$ cat src/rtl/sprite_cmd_encoder.sv
// Sprite command-word transmitter: packs update requests into a FIFO and inserts buffer-flip words at vblank.
// Optional SPRITE_CMD_ENCODER_DROPCNT_EN implements the saturating rejected-request counter.
module sprite_cmd_encoder #(
    parameter logic [5:0] DEVICE_ID   = 6'b001001,
    parameter int         MAX_SPRITES = 2,
    parameter int         FIFO_DEPTH  = 8,
    parameter logic [9:0] VBLANK_LINE = 10'd480
) (
    input  logic        clk,
    input  logic        reset,
    input  logic        req_valid,
    output logic        req_ready,
    input  logic [4:0]  req_sprite_id,
    input  logic        req_visible,
    input  logic        req_flip,
    input  logic        req_pattern_en,
    input  logic [9:0]  req_data,
    input  logic        frame_commit,
    input  logic [9:0]  vcount,
    output logic [31:0] writedata,
    output logic        write,
    output logic        cur_buffer,
    output logic        commit_ack,
    output logic [7:0]  drop_count
);
    localparam int AW = $clog2(FIFO_DEPTH);
    localparam int CW = AW + 1;

    typedef enum logic [1:0] {IDLE, SEND, COMMIT_WAIT, FLUSH} state_t;

    state_t          state_q, state_d;
    logic [AW-1:0]   wr_ptr_q, wr_ptr_d, rd_ptr_q, rd_ptr_d;
    logic [CW-1:0]   count_q, count_d, pre_cnt_q, pre_cnt_d;
    logic            pend_q, pend_d;
    logic [9:0]      vprev_q;
    logic [31:0]     wdata_q, wdata_d;
    logic            write_q, write_d, cur_buf_q, cur_buf_d, ack_q, ack_d;
    logic [31:0]     mem_q [FIFO_DEPTH];

    logic            accept, id_ok, push, pop, vb_edge, in_flush, go_flush;
    logic [31:0]     new_word;

    always_comb begin
        req_ready = reset && (count_q != CW'(FIFO_DEPTH));
        accept    = req_valid && req_ready;
        id_ok     = int'(req_sprite_id) < MAX_SPRITES;
        push      = accept && id_ok;
        vb_edge   = (vcount == VBLANK_LINE) && (vprev_q != VBLANK_LINE);
        in_flush  = (state_q == FLUSH);
        // While a commit is pending only the words queued before it may drain.
        pop       = (count_q != '0) && (!pend_q || pre_cnt_q != '0) && !in_flush;
        go_flush  = pend_q && (pre_cnt_q == '0) && vb_edge && !in_flush;
        new_word  = {DEVICE_ID, req_sprite_id, 4'h1, (req_pattern_en ? 3'b001 : 3'b000),
                     1'b0, req_visible, req_flip, 1'b0, req_data};

        wr_ptr_d  = push ? wr_ptr_q + AW'(1) : wr_ptr_q;
        rd_ptr_d  = pop  ? rd_ptr_q + AW'(1) : rd_ptr_q;
        count_d   = count_q + CW'(push) - CW'(pop);

        pend_d    = pend_q;
        pre_cnt_d = pre_cnt_q;
        if (in_flush)
            pend_d = 1'b0;
        else if (frame_commit && !pend_q) begin
            pend_d    = 1'b1;
            pre_cnt_d = count_q - CW'(pop);
        end else if (pend_q && pop)
            pre_cnt_d = pre_cnt_q - CW'(1);

        // Output register always carries a no-op unless a word is issued this cycle.
        wdata_d   = 32'h0;
        write_d   = 1'b0;
        ack_d     = 1'b0;
        cur_buf_d = cur_buf_q;
        if (in_flush) begin
            wdata_d   = {DEVICE_ID, 5'd0, 4'hF, 3'b000, ~cur_buf_q, 13'd0};
            write_d   = 1'b1;
            ack_d     = 1'b1;
            cur_buf_d = ~cur_buf_q;
        end else if (pop) begin
            wdata_d = mem_q[rd_ptr_q];
            write_d = 1'b1;
        end

        if (go_flush)
            state_d = FLUSH;
        else if (pend_d)
            state_d = (pre_cnt_d != '0) ? SEND : COMMIT_WAIT;
        else
            state_d = (count_d != '0) ? SEND : IDLE;
    end

    always_ff @(posedge clk) begin
        if (push)
            mem_q[wr_ptr_q] <= new_word;
    end

    always_ff @(posedge clk or negedge reset) begin
        if (!reset) begin
            state_q   <= IDLE;
            wr_ptr_q  <= '0;
            rd_ptr_q  <= '0;
            count_q   <= '0;
            pre_cnt_q <= '0;
            pend_q    <= 1'b0;
            vprev_q   <= '0;
            wdata_q   <= 32'h0;
            write_q   <= 1'b0;
            cur_buf_q <= 1'b0;
            ack_q     <= 1'b0;
        end else begin
            state_q   <= state_d;
            wr_ptr_q  <= wr_ptr_d;
            rd_ptr_q  <= rd_ptr_d;
            count_q   <= count_d;
            pre_cnt_q <= pre_cnt_d;
            pend_q    <= pend_d;
            vprev_q   <= vcount;
            wdata_q   <= wdata_d;
            write_q   <= write_d;
            cur_buf_q <= cur_buf_d;
            ack_q     <= ack_d;
        end
    end

    assign writedata  = wdata_q;
    assign write      = write_q;
    assign cur_buffer = cur_buf_q;
    assign commit_ack = ack_q;

`ifdef SPRITE_CMD_ENCODER_DROPCNT_EN
    logic       drop;
    logic [7:0] drop_cnt_q, drop_cnt_d;

    always_comb begin
        drop       = accept && !id_ok;
        drop_cnt_d = (drop && drop_cnt_q != 8'hFF) ? drop_cnt_q + 8'd1 : drop_cnt_q;
    end

    always_ff @(posedge clk or negedge reset) begin
        if (!reset) drop_cnt_q <= 8'd0;
        else        drop_cnt_q <= drop_cnt_d;
    end

    assign drop_count = drop_cnt_q;
`else
    assign drop_count = 8'd0;
`endif
endmodule
$ cat config.mk
export PLATFORM = sky130hd
export DESIGN_NAME = sprite_cmd_encoder
export DESIGN_NICKNAME = d
export VERILOG_FILES = /design/src/rtl/sprite_cmd_encoder.sv
export SDC_FILE = /design/constraint.sdc
export NUM_CORES = 1
export LEC_CHECK = 0
export CORE_UTILIZATION = 60
export DETAILED_ROUTE_END_ITERATION = 6
export PLACE_DENSITY_LB_ADDON = 0.15
export SLEW_MARGIN = 20
export SYNTH_ARGS = -nofsm -noshare
export SYNTH_HDL_FRONTEND = slang
export SYNTH_SLANG_ARGS = --single-unit
$ cat constraint.sdc
create_clock -name clk -period 9.54 [get_ports clk]
set_clock_uncertainty 0.15 [all_clocks]
set_input_delay 1.431 -clock clk [delete_from_list [all_inputs] [get_ports clk]]
set_output_delay 1.431 -clock clk [all_outputs]
set_load 0.05 [all_outputs]
# Word level (Yosys, flattened, before mapping)
# Memories as Yosys holds them, arrays and structs flattened.
# Index checks and enable logic that the tools add are counted.
# word_totals
ff_bits,62
latchBits,0
ram_bits,144
mem_bits_ro,0
in_bits,32
output_inout_bits,44
elab_cells,60
memories,1
# memory_table
memory,depth,width,rd,rd_ports_with_merged_regs,write_ports,line,rtl
mem_q,8,18,1,0,1,38,logic [31:0] mem_q [FIFO_DEPTH];
# op_classes
n_addsub,6
n_mul,0
n_div,0
magnitude_cmp,1
n_eq_ne,4
shifts,0
n_mux,17
bitwise_logic,1
n_reduce_logical,19
# ops
cell,count
two-way mux 32 bit,2
nonzero test 4 bit,4
two-way mux 4 bit,3
logical AND 1 bit,11
"== test 10 x 9 -> 1 bit, second input constant",1
"inequality test 10 x 9 -> 1 bit, second input constant",1
two-way mux 1 bit,9
subtractor 4 x 1 -> 4 bit,2
"adder 3 x 1 -> 3 bit, second input constant",2
two-way mux 2 bit,3
"< comparator 5 x 2 -> 1 bit, second input constant",1
adder 4 x 1 -> 4 bit,1
logical NOT 4 bit,1
"inequality test 4 bit, second input constant",1
"subtractor 4 x 1 -> 4 bit, second input constant",1
"== test 2 bit, second input constant",1
logical NOT 1 bit,2
logical OR 1 bit,1
inverter 1 bit,1

# Logic depth before layout (Yosys ltp)
# Gate-level depths: netlist of run 1.
# logic_depth
ltp_word,12
mapped_depth,15
depth_no_buf,14

# Least setup slack after synthesis of run 1
# No wires, ideal clock.
# synth_timing
path_kind,input port to flip-flop
from,input reset
to,memory mem_q[0][0] in the netlist's numbering (enable)
arrival_ps,4185
slack_ps,4789
stages,6
n_path_buf,1
cell_sequence,inv_1 > a31oi_1 > and3_1 > clkbuf_1 > nand2b_1 > nor3_1
# synth_between
elab_chain_len,5
# synth_rtl
element,line,rtl
"start, declared",10,"input logic reset,"
logical AND 1 bit,44,req_ready = reset && (count_q != CW'(FIFO_DEPTH));
named net req_ready,12,"output logic req_ready,"
logical AND 1 bit,45,accept = req_valid && req_ready;
logical AND 1 bit,47,push = accept && id_ok;
two-way mux 1 bit,94,if (push)
two-way mux 1 bit (not written as such),95,mem_q[wr_ptr_q] <= new_word;
"end, declared",38,
# The timed path passes the listed nets, and every way through them passes these cells.

# Final worst setup path of run 1
# layout_timing
from,input reset
to,output req_ready
# layout_between
elab_chain_len,1
# layout_rtl
element,line
logical AND 1 bit,44
"end, declared",12
# Every way passes these cells.

==> run_results.csv, run 1 <==
group,metric,value,unit
cells_and_area,drive_gt1_frac,0.179,
critical_path,crit_path_start_kind,"input pin",
critical_path,path_cells,"buf_2 -> buf_4 -> inv_1 -> a31oi_1 -> clkdlybuf4s50_1",
placed_design,gp_congestion,0.867,
logic_synthesis,ys_async_sr_fraction,0.254,
logic_synthesis,yosysSeqAreaShare,0.730,
clock_network,insertion_delay,420,ps
critical_path,required,7960,ps
logic_synthesis,synth_top_family_by_area,"multiplexers",
logic_synthesis,ys_warn_count,0,
cells_and_area,area_growth,17.9,%
logic_synthesis,synth_edf_count,144,
critical_path,path_buf_inv,4,
job,cap_viol_max_count,0,
grt,grtUsageTotal,0.230,
critical_path,cpMaxStageDelayCell,"clkdlybuf4s50_1",
power_and_ir_drop,p_leak,3.27,nW
timing,worstMarginPinSlew,796,ps
detailed_routing,drtIter0Drc,200,
timing,drv_slew,0,
detailed_routing,ant_nets,0,
placed_design,port_buffers,60,
critical_path,cp_max_fo,50,
clock_network,cts_tree,"built",
floorplan,die_h,115,um
cells_and_area,diodes,0,
critical_path,crit_path_end_kind,"output pin",
placed_design,dp_slack,4720,ps
clock_network,ctsRootBufferMaster,"clkbuf_16",
grt,antenna_found_initial,0,
timing,hold_viol,0,
timing,setup_slack,4760,ps
min_path,hp-class,"reg -> reg",
floorplan,initial_core_util,0.625,
logic_synthesis,synth_ff_type,"edfxtp_1",
timing,min_period,4780,ps
logic_synthesis,synth_adder_area_share,0.0240,
detailed_routing,drc_errors,0,
logic_synthesis,synthMuxAreaShare,0.133,
logic_synthesis,synth-simple-area-share,0.0502,
grt,grt_max_degree,51,
floorplan,coreArea,12200,um^2
status,outcome,"finished clean",
detailed_routing,via_per_inst,5.61,
clock_network,hold_buffers,0,
timing,rsz0062_at_grt,"no",
clock_network,cts.clk_slew.worst_paths,60,ps
logic_synthesis,yosysUniqueCellTypes,46,
critical_path,crit_type,"in -> out",
grt,grt_pass1_wl,21.0,mm
logic_synthesis,avgSynthCellArea,18.5,um^2
grt,gr-total-overflow,0,
detailed_routing,num_vias,3732,
logic_synthesis,synth_cells,412,
floorplan,ios,76,
timing,setup_viol,0,
detailed_routing,routed_wl,13.4,mm
cells_and_area,fin_nets,530,
timing,slew_headroom,0.468,
detailed_routing,wl_per_cell,20.2,um
power_and_ir_drop,max-vdd-ir-drop,0.000168,V
critical_path,critPathTopFamily,"buffers and inverters",
clock_network,post_cts_resized,0,
clock_network,cts_buffers,17,
grt,first_global_vias,3944,
logic_synthesis,synth_area,7600,um^2
critical_path,cpPeakStageDelay,840,ps
clock_network,clock_sinks,193,
clock_network,htree_levels,4,
logic_synthesis,synth_compound_area_frac,0.0123,
power_and_ir_drop,p_per_area,300,nW/um^2
timing,fin_crit_sh,0.501,
detailed_routing,dr.pass1.iters,4,
clock_network,post_cts_buffers,0,
clock_network,clk_path_buf_depth,2,
floorplan,die_w,115,um
logic_synthesis,ys_ff_latch,193,
logic_synthesis,synth_xor_xnor_area_share,0.0115,
critical_path,cp.arrival,3200,ps
floorplan,die_area,13100,um^2
floorplan,num_rows,40,
timing,fmax,209,MHz
timing,finalSetupTns,0,ps
placed_design,dp_hpwl,8.38,mm
-- path summary, 6_finish.rpt --
| kind | start | endpoint | slack, ps | cells past startpoint |
|---|---|---|---|---|
| worst min register to register | cur_buffer$_DFFE_PN0N_ | writedata[13]$_DFF_PN0_ | 350 | 1 |
| max in group asynchronous | reset | rd_ptr_q[0]$_DFFE_PN0N_ | 7780 | 2 |
| worst min-delay path | cur_buffer$_DFFE_PN0N_ | writedata[13]$_DFF_PN0_ | 350 | 1 |
| min in group asynchronous | reset | state_q[0]$_DFF_PN0_ | 970 | 2 |
| worst max register to register | count_q[2]$_DFF_PN0_ | state_q[0]$_DFF_PN0_ | 6010 | 15 |
| worst max-delay path | reset | req_ready | 4760 | 5 |
-- Yosys cell counts, types with 4 or more instances --
cell type / instances / area, um^2
xnor2_1: 7 / 61.3
ha_1: 13 / 163
nor2_1: 32 / 120
clkbuf_1: 4 / 15.0
mux2i_1: 19 / 190
mux4_2: 36 / 811
buf_4: 24 / 180
dfrtp_1: 49 / 1230
edfxtp_1: 144 / 4320
nor3_1: 4 / 20.0
nand3_1: 5 / 25.0
nand2_1: 11 / 41.3
inv_1: 17 / 63.8
nand2b_1: 4 / 25.0
-- registers in the layout, summed over array words and instances, names as in the netlist --
signal,count
writedata,21
pre_cnt_q,4
mem_q,144
cur_buffer,1
count_q,4
vprev_q,10
wr_ptr_q,3
rd_ptr_q,3
pend_q,1
state_q,2
-- kinds of logic after synthesis --
logic type,count (synthesis)
other,1
muxes,56
AOI/OAI and AO/OA,12
adders and majority gates,14
and+or+nand+nor,74
buffers and inverters,52
DFF,193
xor gates and xnor gates,10
-- power breakdown --
group,switching [mW],internal (mW),leakage [nW],total (mW)
Sequential,0.0815,0.988,1.88,1.07
Combinational,0.506,0.383,1.10,0.889
Clock,0.291,0.437,0.291,0.729
Total,0.879,1.81,3.27,2.69
-- metal layers --
metal,routed length (um),part of all wire,vias to the layer above,GRT usage
met5,0,0,-,0
met4,169,0.013,0,0.104
met3,746,0.055,13,0.0445
met2,7170,0.53,123,0.393
met1,5360,0.40,1911,0.288
li1,-,-,1685,-
-- through the flow --
stage | cells | util | cell area, um^2 | hold WS, ps | total power [mW]
floorplan | 426 | - | 7650 | 330 | 1.74
global placement | 633 | 0.686 | 8350 | 323 | 1.96
detailed placement | 633 | 0.686 | 8350 | 333 | 1.98
CTS | 665 | 0.737 | 8960 | 343 | 2.71
global route | 665 | 0.737 | 8960 | 361 | 2.81
finish | 665 | 0.737 | 8960 | 347 | 2.69
-- area by class of cell --
cell class              count  area [um^2]
flip-flops and latches    193         5550
fillers                   757         3200
multi-input cells         181         1820
repair buffers             73          693
clock buffers              18          429
well taps                 168          210
clock inverters            14          185
inverters                  18         67.6
-- cell usage in the layout (no fill, tap or decap), types with 7 or more instances in the layout --
cell | Yosys | layout
buf_4 | 24 | 13
mux4_2 | 36 | 36
clkdlybuf4s50_1 | 0 | 59
nor2_1 | 32 | 32
conb_1 | 1 | 15
edfxtp_1 | 144 | 144
dfrtp_1 | 49 | 48
clkbuf_16 | 0 | 17
inv_1 | 17 | 17
nand2_1 | 11 | 11
mux2i_1 | 19 | 19
ha_1 | 13 | 13
xnor2_1 | 7 | 7
No activity file was read; power rests on OpenSTA's default activity.
==> run 2, diff against run 1 <==
- CORE_UTILIZATION: 60 -> 51
- clock period: 9.54 -> 4.3 ns (I/O delays scaled with it)
==> run_results.csv, run 2 (synthesis results as in run 1) <==
group,metric,value,unit
timing,fin_crit_sh,0.784,
timing,slew_headroom,0.371,
clock_network,hold_buffers,0,
clock_network,clk_path_buf_depth,2,
clock_network,htree_levels,4,
timing,drv_slew,0,
clock_network,cts_tree,"built",
critical_path,crit_path_start_kind,"input pin",
critical_path,worstRegToRegCells,14,
critical_path,path_buf_inv,4,
timing,fmax,297,MHz
floorplan,coreArea,14500,um^2
detailed_routing,via_per_inst,5.38,
grt,grt_max_degree,50,
status,outcome,"finished clean",
critical_path,crit_type,"in -> reg",
critical_path,regToRegSetupSlack,1030,ps
cells_and_area,regMostFlops,"mem_q",
grt,grt_use_met3,0.0453,
placed_design,postPlaceCellArea,8430,um^2
grt,gr-total-overflow,0,
detailed_routing,drc_errors,0,
critical_path,cpPeakStageDelay,550,ps
cells_and_area,final_common_cell,"edfxtp_1",
clock_network,cts.clk_slew.worst_paths,70,ps
clock_network,post_cts_buffers,0,
floorplan,initial_core_util,0.523,
grt,grtUsageTotal,0.198,
grt,grt-busiest-layer,"met2",
detailed_routing,wl_per_cell,20.0,um
grt,first_global_vias,3897,
critical_path,path_cells,"clkdlybuf4s50_1 -> nor4_1 -> and3_1 -> inv_1 -> ha_1 -> inv_1 -> ha_1 -> inv_1 -> fa_1 -> xor2_1 -> nor2_1 -> nor4b_1 -> o21ai_1",
grt,use_met1,0.258,
clock_network,clock_sinks,193,
timing,finalSetupTns,0,ps
critical_path,r2r-end,"state_q[0]$_DFF_PN0_",
timing,min_period,3370,ps
critical_path,reg2reg_from,"count_q[2]$_DFF_PN0_",
placed_design,port_buffers,60,
cells_and_area,fin_area,9030,um^2
power_and_ir_drop,p_per_area,658,nW/um^2
critical_path,critPathTopFamily,"simple AND/OR/NAND/NOR gates",
power_and_ir_drop,p_leak,3.31,nW
grt,antenna_found_initial,0,
job,cap_viol_max_count,0,
floorplan,die_h,124,um
detailed_routing,num_vias,3710,
critical_path,required,4450,ps
cells_and_area,largest_reg_flops,144,
detailed_routing,routed_wl,13.8,mm
grt,grt_pass1_wl,21.4,mm
critical_path,critPathMostFrequentCell,"inv_1",
cells_and_area,diodes,0,
clock_network,cts_buffers,17,
detailed_routing,dr.pass1.iters,4,
cells_and_area,fin_nets,538,
clock_network,post_cts_resized,0,
cells_and_area,drive_gt1_frac,0.198,
placed_design,dp_slack,503,ps
cells_and_area,area_growth,18.7,%
detailed_routing,drtIter0Drc,158,
cells_and_area,mostFrequentLayoutCells,"144 x edfxtp_1, 59 x clkdlybuf4s50_1, 47 x dfrtp_1",
cells_and_area,nFillCells,1080,
critical_path,cp_max_fo,9,
placed_design,dp_hpwl,8.70,mm
critical_path,cpMaxStageDelayCell,"clkdlybuf4s50_1",
floorplan,die_w,124,um
floorplan,die_area,15400,um^2
timing,hold_viol,0,
timing,setup_viol,0,
timing,rsz0062_at_grt,"no",
timing,setup_slack,931,ps
min_path,hp-class,"in -> async",
grt,grt_use_met2,0.322,
power_and_ir_drop,max-vdd-ir-drop,0.000302,V
power_and_ir_drop,power.total,5.94,mW
critical_path,cp.arrival,3520,ps
placed_design,gp_congestion,0.889,
floorplan,ios,76,
detailed_routing,ant_nets,0,
critical_path,crit_path_end_kind,"flip-flop",
clock_network,ctsRootBufferMaster,"clkbuf_16",
cells_and_area,fin_util,0.621,
timing,worstMarginPinSlew,943,ps
floorplan,num_rows,44,
clock_network,insertion_delay,420,ps
## run 2: final cells by class
type,count,area (um^2),share of cell area
sequential,193,5550,0.615
multi-input combinational,181,1820,0.202
timing repair buffer,81,753,0.0834
clock buffer,22,464,0.0514
tap,184,230,0.0255
clock inverter,10,134,0.0148
inverter,18,67.6,0.00749
## run 2: worst max-delay path by stage
stage               cells past startpoint  slack, ps              from                    end
floorplan                               6        330             reset  mem_q[0][0]$_DFFE_PP_
global placement                       13        570  req_sprite_id[4]   state_q[0]$_DFF_PN0_
detailed placement                     13        500  req_sprite_id[4]   state_q[0]$_DFF_PN0_
CTS                                    13        940  req_sprite_id[4]   state_q[0]$_DFF_PN0_
global route                           13        620  req_sprite_id[4]   state_q[0]$_DFF_PN0_
finish                                 13        930  req_sprite_id[4]   state_q[0]$_DFF_PN0_
## run 2: stage by stage
step                      hold slack (ps)  std cells
after floorplan                       199        426
after global placement                314        657
after detailed placement              322        657
after CTS                             243        689
after global routing                  282        689
final                                 222        689
## run 2: metal layers
| metal | up-vias | wire length [um] |
|---|---|---|
| li1 | 1696 | - |
| met2 | 102 | 6830 |
| met4 | 0 | 293 |
| met5 | - | 0 |
| met3 | 22 | 637 |
| met1 | 1890 | 5990 |
## run 2: power breakdown
part           switching [mW]  internal [mW]
combinational            1.10          0.857
sequential              0.201           2.19
clock                   0.640          0.944
